[src/rtl/segmented_move_op_handler.sv]
// Runs one relative move per op: it sets the servo and waits out the settle time
// when the pen changes, then issues motor commands clamped to MAX_CHUNK pulses per axis.
module segmented_move_op_handler #(
    parameter int POS_W      = 12,
    parameter int PULSE_W    = 10,
    parameter int MAX_CHUNK  = 500,
    parameter int SETTLE_CYC = 4
) (
    input  logic                      clk,
    input  logic                      reset,
    input  logic                      clk_en,
    input  logic                      op_trigger,
    input  logic signed [POS_W-1:0]   op_dx,
    input  logic signed [POS_W-1:0]   op_dy,
    input  logic                      op_pen_down,
    output logic                      op_rdy,
    output logic                      op_done,
    output logic signed [PULSE_W-1:0] mot_pulse_num_x,
    output logic signed [PULSE_W-1:0] mot_pulse_num_y,
    output logic                      mot_servo_pos,
    output logic                      mot_trigger,
    input  logic                      mot_rdy,
    input  logic                      mot_done
);

    localparam int CNT_W = (SETTLE_CYC > 0) ? $clog2(SETTLE_CYC + 1) : 1;
    localparam logic signed [POS_W-1:0] MAX_P = POS_W'(MAX_CHUNK);

    typedef enum logic [2:0] {
        S_IDLE, S_SERVO, S_SETTLE, S_ISSUE, S_WAIT, S_DONE
    } state_t;

    state_t                     state_reg, state_next;
    logic signed [POS_W-1:0]    rem_x_reg, rem_x_next;
    logic signed [POS_W-1:0]    rem_y_reg, rem_y_next;
    logic                       pen_reg, pen_next;
    logic [CNT_W-1:0]           cnt_reg, cnt_next;
    logic                       servo_reg, servo_next;
    logic signed [PULSE_W-1:0]  px_reg, px_next;
    logic signed [PULSE_W-1:0]  py_reg, py_next;
    logic                       trig_reg, trig_next;
    logic                       done_reg, done_next;
    logic                       rdy_reg, rdy_next;
    logic signed [POS_W-1:0]    cx, cy;

    function automatic logic signed [POS_W-1:0] clamp(input logic signed [POS_W-1:0] v);
        if (v > MAX_P)
            return MAX_P;
        else if (v < -MAX_P)
            return -MAX_P;
        else
            return v;
    endfunction

    assign cx = clamp(rem_x_reg);
    assign cy = clamp(rem_y_reg);

    always_ff @(posedge clk or negedge reset) begin
        if (!reset) begin
            state_reg <= S_IDLE;
            rem_x_reg <= '0;
            rem_y_reg <= '0;
            pen_reg   <= 1'b0;
            cnt_reg   <= '0;
            servo_reg <= 1'b0;
            px_reg    <= '0;
            py_reg    <= '0;
            trig_reg  <= 1'b0;
            done_reg  <= 1'b0;
            rdy_reg   <= 1'b1;
        end else if (clk_en) begin
            state_reg <= state_next;
            rem_x_reg <= rem_x_next;
            rem_y_reg <= rem_y_next;
            pen_reg   <= pen_next;
            cnt_reg   <= cnt_next;
            servo_reg <= servo_next;
            px_reg    <= px_next;
            py_reg    <= py_next;
            trig_reg  <= trig_next;
            done_reg  <= done_next;
            rdy_reg   <= rdy_next;
        end
    end

    always_comb begin
        state_next = state_reg;
        rem_x_next = rem_x_reg;
        rem_y_next = rem_y_reg;
        pen_next   = pen_reg;
        cnt_next   = cnt_reg;
        servo_next = servo_reg;
        px_next    = px_reg;
        py_next    = py_reg;
        trig_next  = 1'b0;
        done_next  = 1'b0;
        case (state_reg)
            S_IDLE: begin
                if (op_trigger) begin
                    rem_x_next = op_dx;
                    rem_y_next = op_dy;
                    pen_next   = op_pen_down;
                    state_next = (op_pen_down != servo_reg) ? S_SERVO : S_ISSUE;
                end
            end
            S_SERVO: begin
                servo_next = pen_reg;
                cnt_next   = CNT_W'(SETTLE_CYC);
                state_next = (SETTLE_CYC == 0) ? S_ISSUE : S_SETTLE;
            end
            S_SETTLE: begin
                if (cnt_reg == '0)
                    state_next = S_ISSUE;
                else
                    cnt_next = cnt_reg - CNT_W'(1);
            end
            S_ISSUE: begin
                if (rem_x_reg == '0 && rem_y_reg == '0) begin
                    state_next = S_DONE;
                end else if (mot_rdy) begin
                    // Each axis clamps on its own; rem only shrinks toward zero.
                    px_next    = PULSE_W'(cx);
                    py_next    = PULSE_W'(cy);
                    rem_x_next = rem_x_reg - cx;
                    rem_y_next = rem_y_reg - cy;
                    trig_next  = 1'b1;
                    state_next = S_WAIT;
                end
            end
            S_WAIT: begin
                if (mot_done)
                    state_next = S_ISSUE;
            end
            S_DONE: begin
                done_next  = 1'b1;
                px_next    = '0;
                py_next    = '0;
                state_next = S_IDLE;
            end
            default: state_next = S_IDLE;
        endcase
        rdy_next = (state_next == S_IDLE);
    end

    always_comb begin
        op_rdy          = rdy_reg;
        op_done         = done_reg;
        mot_pulse_num_x = px_reg;
        mot_pulse_num_y = py_reg;
        mot_servo_pos   = servo_reg;
        mot_trigger     = trig_reg;
    end

endmodule
[config.mk]
export PLATFORM = sky130hd
export DESIGN_NAME = segmented_move_op_handler
export DESIGN_NICKNAME = d
export VERILOG_FILES = /design/src/rtl/segmented_move_op_handler.sv
export SDC_FILE = /design/constraint.sdc
export NUM_CORES = 1
export LEC_CHECK = 0
export ABC_CLOCK_PERIOD_IN_PS = 3900
export BUFFER_PORTS_ARGS = -buffer_cell sky130_fd_sc_hd__buf_4
export CAP_MARGIN = 10
export CORE_MARGIN = 3
export CORE_UTILIZATION = 51
export CTS_BUF_LIST = sky130_fd_sc_hd__clkbuf_4 sky130_fd_sc_hd__clkbuf_8
export DETAILED_ROUTE_END_ITERATION = 12
export PLACE_DENSITY = 0.75
export RECOVER_POWER = 50
export SETUP_SLACK_MARGIN = 0.2
export SYNTH_ARGS = -nofsm -noshare
export SYNTH_HDL_FRONTEND = slang
export SYNTH_SLANG_ARGS = --single-unit
[constraint.sdc]
create_clock -name clk -period 3.9 [get_ports clk]
set_clock_uncertainty 0.05 [all_clocks]
set_input_delay 0.78 -clock clk [delete_from_list [all_inputs] [get_ports clk]]
set_output_delay 0.78 -clock clk [all_outputs]
set_load 0.05 [all_outputs]
==> results of run 1 <==
-- layout make-up --
class	count	area [um2]	share of cell area
tap	99	124	0.0265
inverter	22	85.1	0.0182
timing repair buffer	71	495	0.106
clock inverter	3	67.6	0.0144
clock buffer	5	68.8	0.0147
sequential	55	1380	0.295
multi-input combinational	364	2460	0.526
-- per-stage QoR --
stage	std cells	setup WS [ns]	hold WS [ns]	cell area [um2]
after floorplan	469	0.269	0.423	3970
after global placement	609	0.287	0.413	4470
after detailed placement	609	0.148	0.417	4470
after CTS	617	0.204	0.441	4620
after global routing	619	0.180	0.460	4680
final	619	0.406	0.433	4680
-- layout by cell type (no fill, tap or decap), drive strengths merged, types with 15 or more instances in the layout --
master  instances
o31ai          27
buf            61
o21ai          39
nor3           15
clkbuf         15
nand3          16
inv            22
dfrtp          54
a21oi          34
nand2          63
nor2           35
ha             22
-- logic make-up (layout without fill, tap and decap cells) --
family / after synthesis / after routing / synth area share
DFF: 55 / 55 / 0.347
AOI/OAI and AO/OA: 163 / 163 / 0.282
and+or+nand+nor: 155 / 155 / 0.180
buffers and inverters: 50 / 101 / 0.0571
muxes: 8 / 8 / 0.0214
adders and majority gates: 24 / 24 / 0.0795
xor gates and xnor gates: 14 / 14 / 0.0328
-- final timing paths --
kind / slack, ns / endpoint / from
worst max-delay path: 0.41 / rem_x_reg[10] / rem_x_reg[4]
worst min-delay path: 0.43 / mot_pulse_num_x[3] / mot_pulse_num_x[3]
worst max register to register: 0.41 / rem_x_reg[10] / rem_x_reg[4]
worst min register to register: 0.43 / mot_pulse_num_x[3] / mot_pulse_num_x[3]
max in group asynchronous: 0.81 / rem_x_reg[4] / reset
min in group asynchronous: 1.36 / mot_pulse_num_y[8] / reset
-- per-layer routing --
metal,wire (um),up-vias
li1,-,1810
met2,4780,129
met1,4820,1803
met3,638,5
met4,64,0
met5,0,-
-- worst max-delay path, delay by kind of cell (launching register included) --
family | cells | cell delay, ns
flip-flops | 1 | 0.44
AO/OA/AOI/OAI | 4 | 0.86
adder cells (fa/ha/maj) | 3 | 0.83
AND/OR/NAND/NOR | 8 | 1.14
buffers and inverters | 1 | 0.06
-- repair_timing --
action | 4_1_cts | 5_1_grt
hold endpoints to repair | 0 | 0
pin swaps | 1 | 5
endpoints found under the setup margin | 3 | 12
setup buffers | 0 | 2
gates resized for setup | 3 | 19
gates cloned | 0 | 0
==> reports/results.md, run 1 <==
- 8870 um2 — die footprint
- 55 — I/O pins
- 2 — Clock H-tree levels
- 469 — synthesized instance count
- 574 — final-stage net count
- 5 — CTS Buf Count
- 0.212 — fraction of layout cells with a size suffix above 1
- reg -> reg — kind of critical path
- 0 — EDFF count, synth
- built — TritonCTS clock tree
- 3747 — vias post-DR
- 0 — initial antenna violation count
- 56 — pin count of the biggest net entering global routing
- sky130_fd_sc_hd__nand2_1 — library cell with the highest instance count after synthesis
- 0.631 — utilization after layout
- 94.2 um — die extent in x
- 655 — Filler cells
- 3.64 ns — data arrival time of the worst path
- sky130_fd_sc_hd__clkbuf_8 — CTS root buf
- 1 — max-cap violations
- 3585 — via count of the first global-routing pass
- 7410 um2 — Core Area
- 17.9% — growth of design area from synthesis to finish
- sky130_fd_sc_hd__dfrtp_1 34%, sky130_fd_sc_hd__ha_1 6.9%, sky130_fd_sc_hd__nand2_1 6.0% — top cells by area, synth
- met2 — peak-usage layer in the global routing report
- 0 — Final Hold Fails
- 0.904 — global placer's final weighted congestion
- 55 — total clock sinks
- sky130_fd_sc_hd__dfrtp_1 — Crit-path slowest cell
- 0.44 ns — delay contributed by the slowest stage of the critical path
- 16.6 um — average detailed-routed wire length per instance
- 10300 um — WL final
- flop — Startpoint Class
- 0.0304 — global routing usage on met3
- 17000 um — wire length of the first global-routing pass
- 3970 um2 — post-synthesis cell area
- 63 x sky130_fd_sc_hd__nand2_1, 54 x sky130_fd_sc_hd__dfrtp_1, 33 x sky130_fd_sc_hd__a21oi_1, 33 x sky130_fd_sc_hd__nor2_1, 27 x sky130_fd_sc_hd__o31ai_1 — most numerous cell types in the synthesized netlist
- 0 — remaining antenna violation count after routing
- -0.945 — relative slew slack
- finished, violations left — run status
- 0 — Ys Warns
- 54 — number of buffers inserted by port buffering
- reg -> reg — classification of the worst-slack hold path
- 2 — number of cells traversed by the worst hold path
- 6 — number of search-and-repair iterations in the first detailed-routing pass
- capacitance limit, slew limit — violated checks
- 2 — maximum root-to-sink buffer count
- sky130_fd_sc_hd__dfrtp_1 — Primary FF master, synth
- 16 — count of cells along the worst register-to-register path
- 4 — crit path max fanout
- nor3_2 > nand2_1 > a21oi_1 > nand4b_1 > ha_1 > nor3_2 > ha_1 > inv_1 > fa_2 > a211oi_2 > nor2_2 > nor2_2 > o311ai_2 > a2111oi_2 > or4_1 > nand3_1 — ordered cell list for the critical path
- 0.347 — proportion of synthesized chip area in sequential cells
- 0 — number of endpoints failing setup at the final stage
- 286 MHz — achievable frequency
- 4.05 ns — CP Data Required Time
- 94.2 um — chip height
- 0.341 — Synth top area share
- 0 — hold buffer count at cts
- 0.896 — final critical-path share of the clock period
- 0.536 — Initial Utilization
- true — unrepaired setup endpoints after global routing
- 0 — GRT Residual Overflow
- 0.339 — met1 capacity usage during global routing
- sky130_fd_sc_hd__dfrtp_1 — biggest area consumer among synthesized cells
- 6.05 — via count normalized by instance count
- flop — kind of capture point of the worst setup path
- 524 — Syn Nets
- 0.239 — gr usage total
- 31 — count of standard-cell rows
- 1.00 — share of flip-flops with an asynchronous set or reset
- 0 ns — Post-Route Setup TNS
- 0.10 ns — clock-pin slew on the worst setup and hold paths
- 62 — number of different library cells in the post-synthesis netlist
- 7450 um — final HPWL from detailed placement
- 0 — DR DRC count
- 0.384 — routing usage on met2
- 303 — count of routing violations after the opening detailed-route iteration
- 56 — fin. max-slew vios
- 2.92 ns — worst-margin pin slew
- 0 — ANT cells
- 0.31 ns — latest clock arrival within the worst-skew pair
- 8.46 um2 — average cell area after synthesis
- 3.49 ns — fin crit period
- 55 — count of state elements after synthesis
Power of run 1 is not shown: default switching activity piles up to over one toggle a cycle in this logic, so the estimate is an artifact.
==> inputs of run 2 (changes only) <==
ABC_CLOCK_PERIOD_IN_PS = 3260   (was 3900)
PLACE_DENSITY = 0.72   (was 0.75)
clock period = 3.26 ns   (was 3.9 ns; I/O delays follow)
==> run 2 against run 1 <==
Against the previous run:
- the run ends with setup timing left
- via count up 10%
- non-clock buffer count grew 72
- global-route usage rose by 3.3 points
- final area rose by 18%
- cell count rose by 12%
==> reports/results.md, run 2 (synthesis gave the netlist of run 1 again) <==
- finished, violations left — run status, unchanged
- setup timing — violated checks, was capacitance limit, slew limit
- -0.0724 ns — Worst Setup Slack, final, was 0.406 ns
- 8870 um2 — die footprint, unchanged
- sky130_fd_sc_hd__dfrtp_1 — Crit-path slowest cell, unchanged
- 5520 um2 — final design area excluding fillers, was 4680 um2
- flop — kind of capture point of the worst setup path, unchanged
- 0.40 ns — delay contributed by the slowest stage of the critical path, was 0.44 ns
- 0 — hold buffer count at cts, unchanged
- 3.41 ns — CP Data Required Time, was 4.05 ns
- 0.399 — fraction of layout cells with a size suffix above 1, was 0.212
- 7410 um2 — Core Area, unchanged
- 0.272 — gr usage total, was 0.239
- 5 — crit path max fanout, was 4
- reg -> reg — kind of critical path, unchanged
- 54 — number of buffers inserted by port buffering, unchanged
- 19100 um — wire length of the first global-routing pass, was 17000 um
- 5 — CTS Buf Count, unchanged
- 0.0695 — relative slew slack, was -0.945
- 0.32 ns — latest clock arrival within the worst-skew pair, was 0.31 ns
- 3 — number of endpoints failing setup at the final stage, was 0
- 0 — remaining antenna violation count after routing, unchanged
- 0 — GRT Residual Overflow, unchanged
- 3.49 ns — data arrival time of the worst path, was 3.64 ns
- nor3_2 > nand2_1 > a21oi_1 > nand4b_1 > ha_4 > nor3_4 > ha_2 > inv_2 > fa_2 > a211oi_2 > nor2_2 > nor2_1 > nor3_1 > a2111oi_2 > or4_1 > nand3_2 — ordered cell list for the critical path, was nor3_2 > nand2_1 > a21oi_1 > nand4b_1 > ha_1 > nor3_2 > ha_1 > inv_1 > fa_2 > a211oi_2 > nor2_2 > nor2_2 > o311ai_2 > a2111oi_2 > or4_1 > nand3_1
- 0 — max-cap violations, was 1
- 0.536 — Initial Utilization, unchanged
- 0 — DR DRC count, unchanged
- built — TritonCTS clock tree, unchanged
- 2 — maximum root-to-sink buffer count, unchanged
- 0 — ANT cells, unchanged
- 3.33 ns — fin crit period, was 3.49 ns
- 4960 um2 — placed instance area, was 4470 um2
- 94.2 um — chip height, unchanged
- 137 x sky130_fd_sc_hd__buf_4, 60 x sky130_fd_sc_hd__nand2_1, 54 x sky130_fd_sc_hd__dfrtp_1, 28 x sky130_fd_sc_hd__nor2_1, 23 x sky130_fd_sc_hd__a21oi_1 — top library cells by usage in the layout, fill and taps aside, was 63 x sky130_fd_sc_hd__nand2_1, 61 x sky130_fd_sc_hd__buf_4, 54 x sky130_fd_sc_hd__dfrtp_1, 31 x sky130_fd_sc_hd__nor2_1, 30 x sky130_fd_sc_hd__a21oi_1
- 299 — count of routing violations after the opening detailed-route iteration, was 303
- 17.7 um — average detailed-routed wire length per instance, was 16.6 um
- 0.936 — global placer's final weighted congestion, was 0.904
- 646 — final-stage net count, was 574
- 55 — total clock sinks, unchanged
- 8240 um — final HPWL from detailed placement, was 7450 um
- 300 MHz — achievable frequency, was 286 MHz
- 1.40 ns — worst-margin pin slew, was 2.92 ns
- sky130_fd_sc_hd__buf_4 — most frequent standard cell in the layout excluding fill and tap cells, was sky130_fd_sc_hd__nand2_1
- sky130_fd_sc_hd__clkbuf_8 — CTS root buf, unchanged
- 3869 — via count of the first global-routing pass, was 3585
- 4126 — vias post-DR, was 3747
- reg -> reg — classification of the worst-slack hold path, unchanged
- 691 — post-route insts no fill, was 619
- 660 — Placed Cells incl. Taps, was 609
- 12300 um — WL final, was 10300 um
- 0 — initial antenna violation count, unchanged
- 5 — number of search-and-repair iterations in the first detailed-routing pass, was 6
- 0 — fin. max-slew vios, was 56
- 55 — I/O pins, unchanged
- true — unrepaired setup endpoints after global routing, unchanged
- -0.123 ns — Post-Route Setup TNS, was 0 ns
- 0.10 ns — clock-pin slew on the worst setup and hold paths, about the same
- flop — Startpoint Class, unchanged
- 94.2 um — die extent in x, unchanged
- 31 — count of standard-cell rows, unchanged
- 2 — Clock H-tree levels, unchanged
- 1.02 — final critical-path share of the clock period, was 0.896
- 56 — pin count of the biggest net entering global routing, unchanged
- 0 — Final Hold Fails, unchanged
- 5.97 — via count normalized by instance count, was 6.05
- 39.2% — growth of design area from synthesis to finish, was 17.9%
[run 2: final cells by class]
| type | instances | area (um2) |
|---|---|---|
| clock inverters | 1 | 30.0 |
| repair buffers | 143 | 1090 |
| multi-input cells | 364 | 2730 |
| well taps | 99 | 124 |
| inverters | 22 | 87.6 |
| clock buffers | 7 | 83.8 |
| fillers | 524 | 1890 |
| flip-flops and latches | 55 | 1380 |
[run 2: timing repair]
item	CTS	global route
pin swaps	30	17
endpoints found under the setup margin	14	16
gates resized for setup	25	38
buffers inserted	15	8
[run 2: stage by stage]
stage	utilization	setup slack [ns]	hold WS, ns
finish	0.745	-0.0724	0.435
global route	0.745	-0.230	0.461
CTS	0.715	0.00886	0.353
detailed placement	0.669	-0.119	0.417
global placement	0.669	-0.0192	0.412
floorplan	-	-0.0869	0.306
[run 2: critical path: cells and delay by family, from the launching register on]
family | cells | cell delay (ns)
and+or+nand+nor | 9 | 1.15
adders and majority gates | 3 | 0.84
AOI/OAI and AO/OA | 3 | 0.74
DFF | 1 | 0.40
buffers and inverters | 1 | 0.04
[run 2: final timing paths]
path                                    start                 end  slack, ns  cells past startpoint
setup / recovery                 rem_x_reg[4]       rem_x_reg[10]      -0.07                     16
hold / removal             mot_pulse_num_x[2]  mot_pulse_num_x[2]       0.43                      2
setup reg to reg                 rem_x_reg[4]       rem_x_reg[10]      -0.07                     16
hold reg to reg            mot_pulse_num_x[2]  mot_pulse_num_x[2]       0.43                      2
max in group asynchronous               reset        rem_y_reg[6]       1.72                      1
min in group asynchronous               reset  mot_pulse_num_y[1]       0.59                      1
[run 2: layer usage]
metal  GRT usage  vias up  share of wire
met4      0.0662        0          0.017
met1       0.372     1968           0.43
met3      0.0681       20          0.073
met5           0        -              0
li1            -     1959              -
met2       0.431      179           0.48
Power of run 2 is left out for the same reason.
==> inputs of run 3 (changes only) <==
SKIP_LAST_GASP = 1   (was unset)
==> run 3 against run 2 <==
Against the previous run:
- the flow still finishes with violations (setup timing)
- worst hold slack better by 0.00054 ns
- register-to-register slack better by 0.03 ns
- first-iteration DRC count up 8.0%
- wire length down 2.0%
- final area down 0.48%
- critical path type unchanged
- fmax up 1.0%
- clock-buffer cell count unchanged
- core utilization down 0.35 points
- via count down 1.5%
- cell count unchanged
- die area unchanged
- global-route usage unchanged
==> reports/results.md, run 3 (synthesis gave the netlist of run 1 again) <==
- sky130_fd_sc_hd__dfrtp_1 — Crit-path slowest cell, unchanged
- 7410 um2 — Core Area, unchanged
- 8240 um — final HPWL from detailed placement, unchanged
- 19100 um — wire length of the first global-routing pass, unchanged
- 3.41 ns — CP Data Required Time, about the same
- rem_x_reg[4] — Reg-to-Reg Start, unchanged
- 0.390 — fraction of layout cells with a size suffix above 1, was 0.399
- 4 — number of endpoints failing setup at the final stage, was 3
- 0 — remaining antenna violation count after routing, unchanged
- simple AND/OR/NAND/NOR gates — category of cells accounting for the largest share of critical-path delay, unchanged
- true — unrepaired setup endpoints after global routing, unchanged
- 0 — hold buffer count at cts, unchanged
- 94.2 um — die extent in x, unchanged
- 5 — number of search-and-repair iterations in the first detailed-routing pass, unchanged
- 0.936 — global placer's final weighted congestion, unchanged
- 2 — Clock H-tree levels, unchanged
- 56 — pin count of the biggest net entering global routing, unchanged
- 12000 um — WL final, was 12300 um
- 0 — ANT cells, unchanged
- 54 — number of buffers inserted by port buffering, unchanged
- rem_x_reg[4] — worst setup path start, unchanged
- 529 — Filler cells, was 524
- nor3_2 > nand2_1 > a21oi_1 > nand4b_1 > ha_4 > nor3_4 > ha_2 > inv_2 > fa_2 > a211oi_2 > nor2_2 > nor2_1 > nor3_1 > a2111oi_2 > or4_1 > nand3_1 — ordered cell list for the critical path, was nor3_2 > nand2_1 > a21oi_1 > nand4b_1 > ha_4 > nor3_4 > ha_2 > inv_2 > fa_2 > a211oi_2 > nor2_2 > nor2_1 > nor3_1 > a2111oi_2 > or4_1 > nand3_2
- 4063 — vias post-DR, was 4126
- 94.2 um — chip height, unchanged
- 17.4 um — average detailed-routed wire length per instance, was 17.7 um
- 0 — initial antenna violation count, unchanged
- reg -> reg — classification of the worst-slack hold path, unchanged
- 0 — Final Hold Fails, unchanged
- 5 — CTS Buf Count, unchanged
- 0 — DR DRC count, unchanged
- 303 MHz — achievable frequency, was 300 MHz
- flop — Startpoint Class, unchanged
- 5.88 — via count normalized by instance count, was 5.97
- 1.01 — final critical-path share of the clock period, was 1.02
- 55 — total clock sinks, unchanged
- built — TritonCTS clock tree, unchanged
- flop — kind of capture point of the worst setup path, unchanged
- 55 — I/O pins, unchanged
- 0.536 — Initial Utilization, unchanged
- 8870 um2 — die footprint, unchanged
- -0.04 ns — reg-to-reg slack, setup, was -0.07 ns
- 3869 — via count of the first global-routing pass, unchanged
- setup timing — violated checks, unchanged
- 0.10 ns — clock-pin slew on the worst setup and hold paths, about the same
- sky130_fd_sc_hd__buf_4 — most frequent standard cell in the layout excluding fill and tap cells, unchanged
- 0.272 — gr usage total, unchanged
- sky130_fd_sc_hd__clkbuf_8 — CTS root buf, unchanged
- 1 — combined buffer and inverter count along the critical path, unchanged
- 646 — final-stage net count, unchanged
- 0 — GRT Residual Overflow, unchanged
- 0 — max-cap violations, unchanged
- mot_pulse_num_x[2] — beginning of the worst hold path, unchanged
- 323 — count of routing violations after the opening detailed-route iteration, was 299
- 0.32 ns — latest clock arrival within the worst-skew pair, about the same
- 3.30 ns — fin crit period, was 3.33 ns
- 3.45 ns — data arrival time of the worst path, was 3.49 ns
- 0.0641 — relative slew slack, was 0.0695
- 137 x sky130_fd_sc_hd__buf_4, 60 x sky130_fd_sc_hd__nand2_1, 54 x sky130_fd_sc_hd__dfrtp_1, 28 x sky130_fd_sc_hd__nor2_1, 25 x sky130_fd_sc_hd__a21oi_1 — top library cells by usage in the layout, fill and taps aside, was 137 x sky130_fd_sc_hd__buf_4, 60 x sky130_fd_sc_hd__nand2_1, 54 x sky130_fd_sc_hd__dfrtp_1, 28 x sky130_fd_sc_hd__nor2_1, 23 x sky130_fd_sc_hd__a21oi_1
- 38.5% — growth of design area from synthesis to finish, was 39.2%
- 5 — crit path max fanout, unchanged
- 0.435 ns — minimum hold slack, about the same
- finished, violations left — run status, unchanged
- 2700 um2 — area taken by multi-input logic gates, was 2730 um2
- 31 — count of standard-cell rows, unchanged
- 1.40 ns — worst-margin pin slew, about the same
- 0.742 — utilization after layout, was 0.745
- -0.0386 ns — Worst Setup Slack, final, was -0.0724 ns
- 0.40 ns — delay contributed by the slowest stage of the critical path, about the same
- 0 — fin. max-slew vios, unchanged
- 2 — maximum root-to-sink buffer count, unchanged
- reg -> reg — kind of critical path, unchanged
- 1380 um2 — register area, unchanged
-- run 3: cell types whose count changed in the layout (fill, tap and decap cells not counted) --
cell and delta:
sky130_fd_sc_hd__a21oi_2 -2, sky130_fd_sc_hd__nand3_2 -1, sky130_fd_sc_hd__o31ai_2 -1, sky130_fd_sc_hd__o31ai_1 +1, sky130_fd_sc_hd__o21ai_2 -1, sky130_fd_sc_hd__o21ai_1 +1
sky130_fd_sc_hd__nor2b_2 +1, sky130_fd_sc_hd__nor2b_4 -1, sky130_fd_sc_hd__a21oi_1 +2, sky130_fd_sc_hd__nand3_1 +1
-- run 3: cell type report --
| cell class | instances | area share |
|---|---|---|
| flip-flops and latches | 55 | 0.251 |
| repair buffers | 143 | 0.198 |
| well taps | 99 | 0.0225 |
| multi-input cells | 364 | 0.492 |
| clock inverters | 1 | 0.00546 |
| clock buffers | 7 | 0.0153 |
| inverters | 22 | 0.0159 |
-- run 3: tightest hold or removal path: stages, from the launching register on --
cell,delay (ns)
sky130_fd_sc_hd__dfrtp_1,0.35
sky130_fd_sc_hd__nand2_1,0.05
sky130_fd_sc_hd__o31ai_1,0.05
-- run 3: worst paths after layout --
kind / endpoint / cells after the start
max reg2reg: rem_x_reg[10] / 16
min in group asynchronous: mot_pulse_num_y[1] / 1
max in group asynchronous: rem_x_reg[5] / 1
min reg2reg: mot_pulse_num_x[2] / 2
max: rem_x_reg[10] / 16
min: mot_pulse_num_x[2] / 2
-- run 3: metal layers --
| layer | share of wire | wire length (um) | GRT usage | up-vias |
|---|---|---|---|---|
| li1 | - | - | - | 1956 |
| met1 | 0.43 | 5130 | 0.372 | 1920 |
| met2 | 0.48 | 5750 | 0.431 | 169 |
| met3 | 0.079 | 944 | 0.0681 | 18 |
| met4 | 0.015 | 182 | 0.0662 | 0 |
| met5 | 0 | 0 | 0 | - |
-- run 3: per-stage QoR --
step	cell area [um2]	setup slack (ns)	setup TNS (ns)	cells
finish	5500	-0.0386	-0.109	691
global route	5500	-0.227	-1.87	691
CTS	5300	0.00886	0	683
detailed placement	4960	-0.119	-0.371	660
global placement	4960	-0.0192	-0.0192	660
floorplan	4100	-0.0869	-0.0872	469
-- run 3: repair_timing --
item,4_1_cts,5_1_grt
setup endpoints to repair,14,16
resized for setup,25,32
pin swaps,30,17
buffers inserted,15,8
Power of run 3 is left out for the same reason.
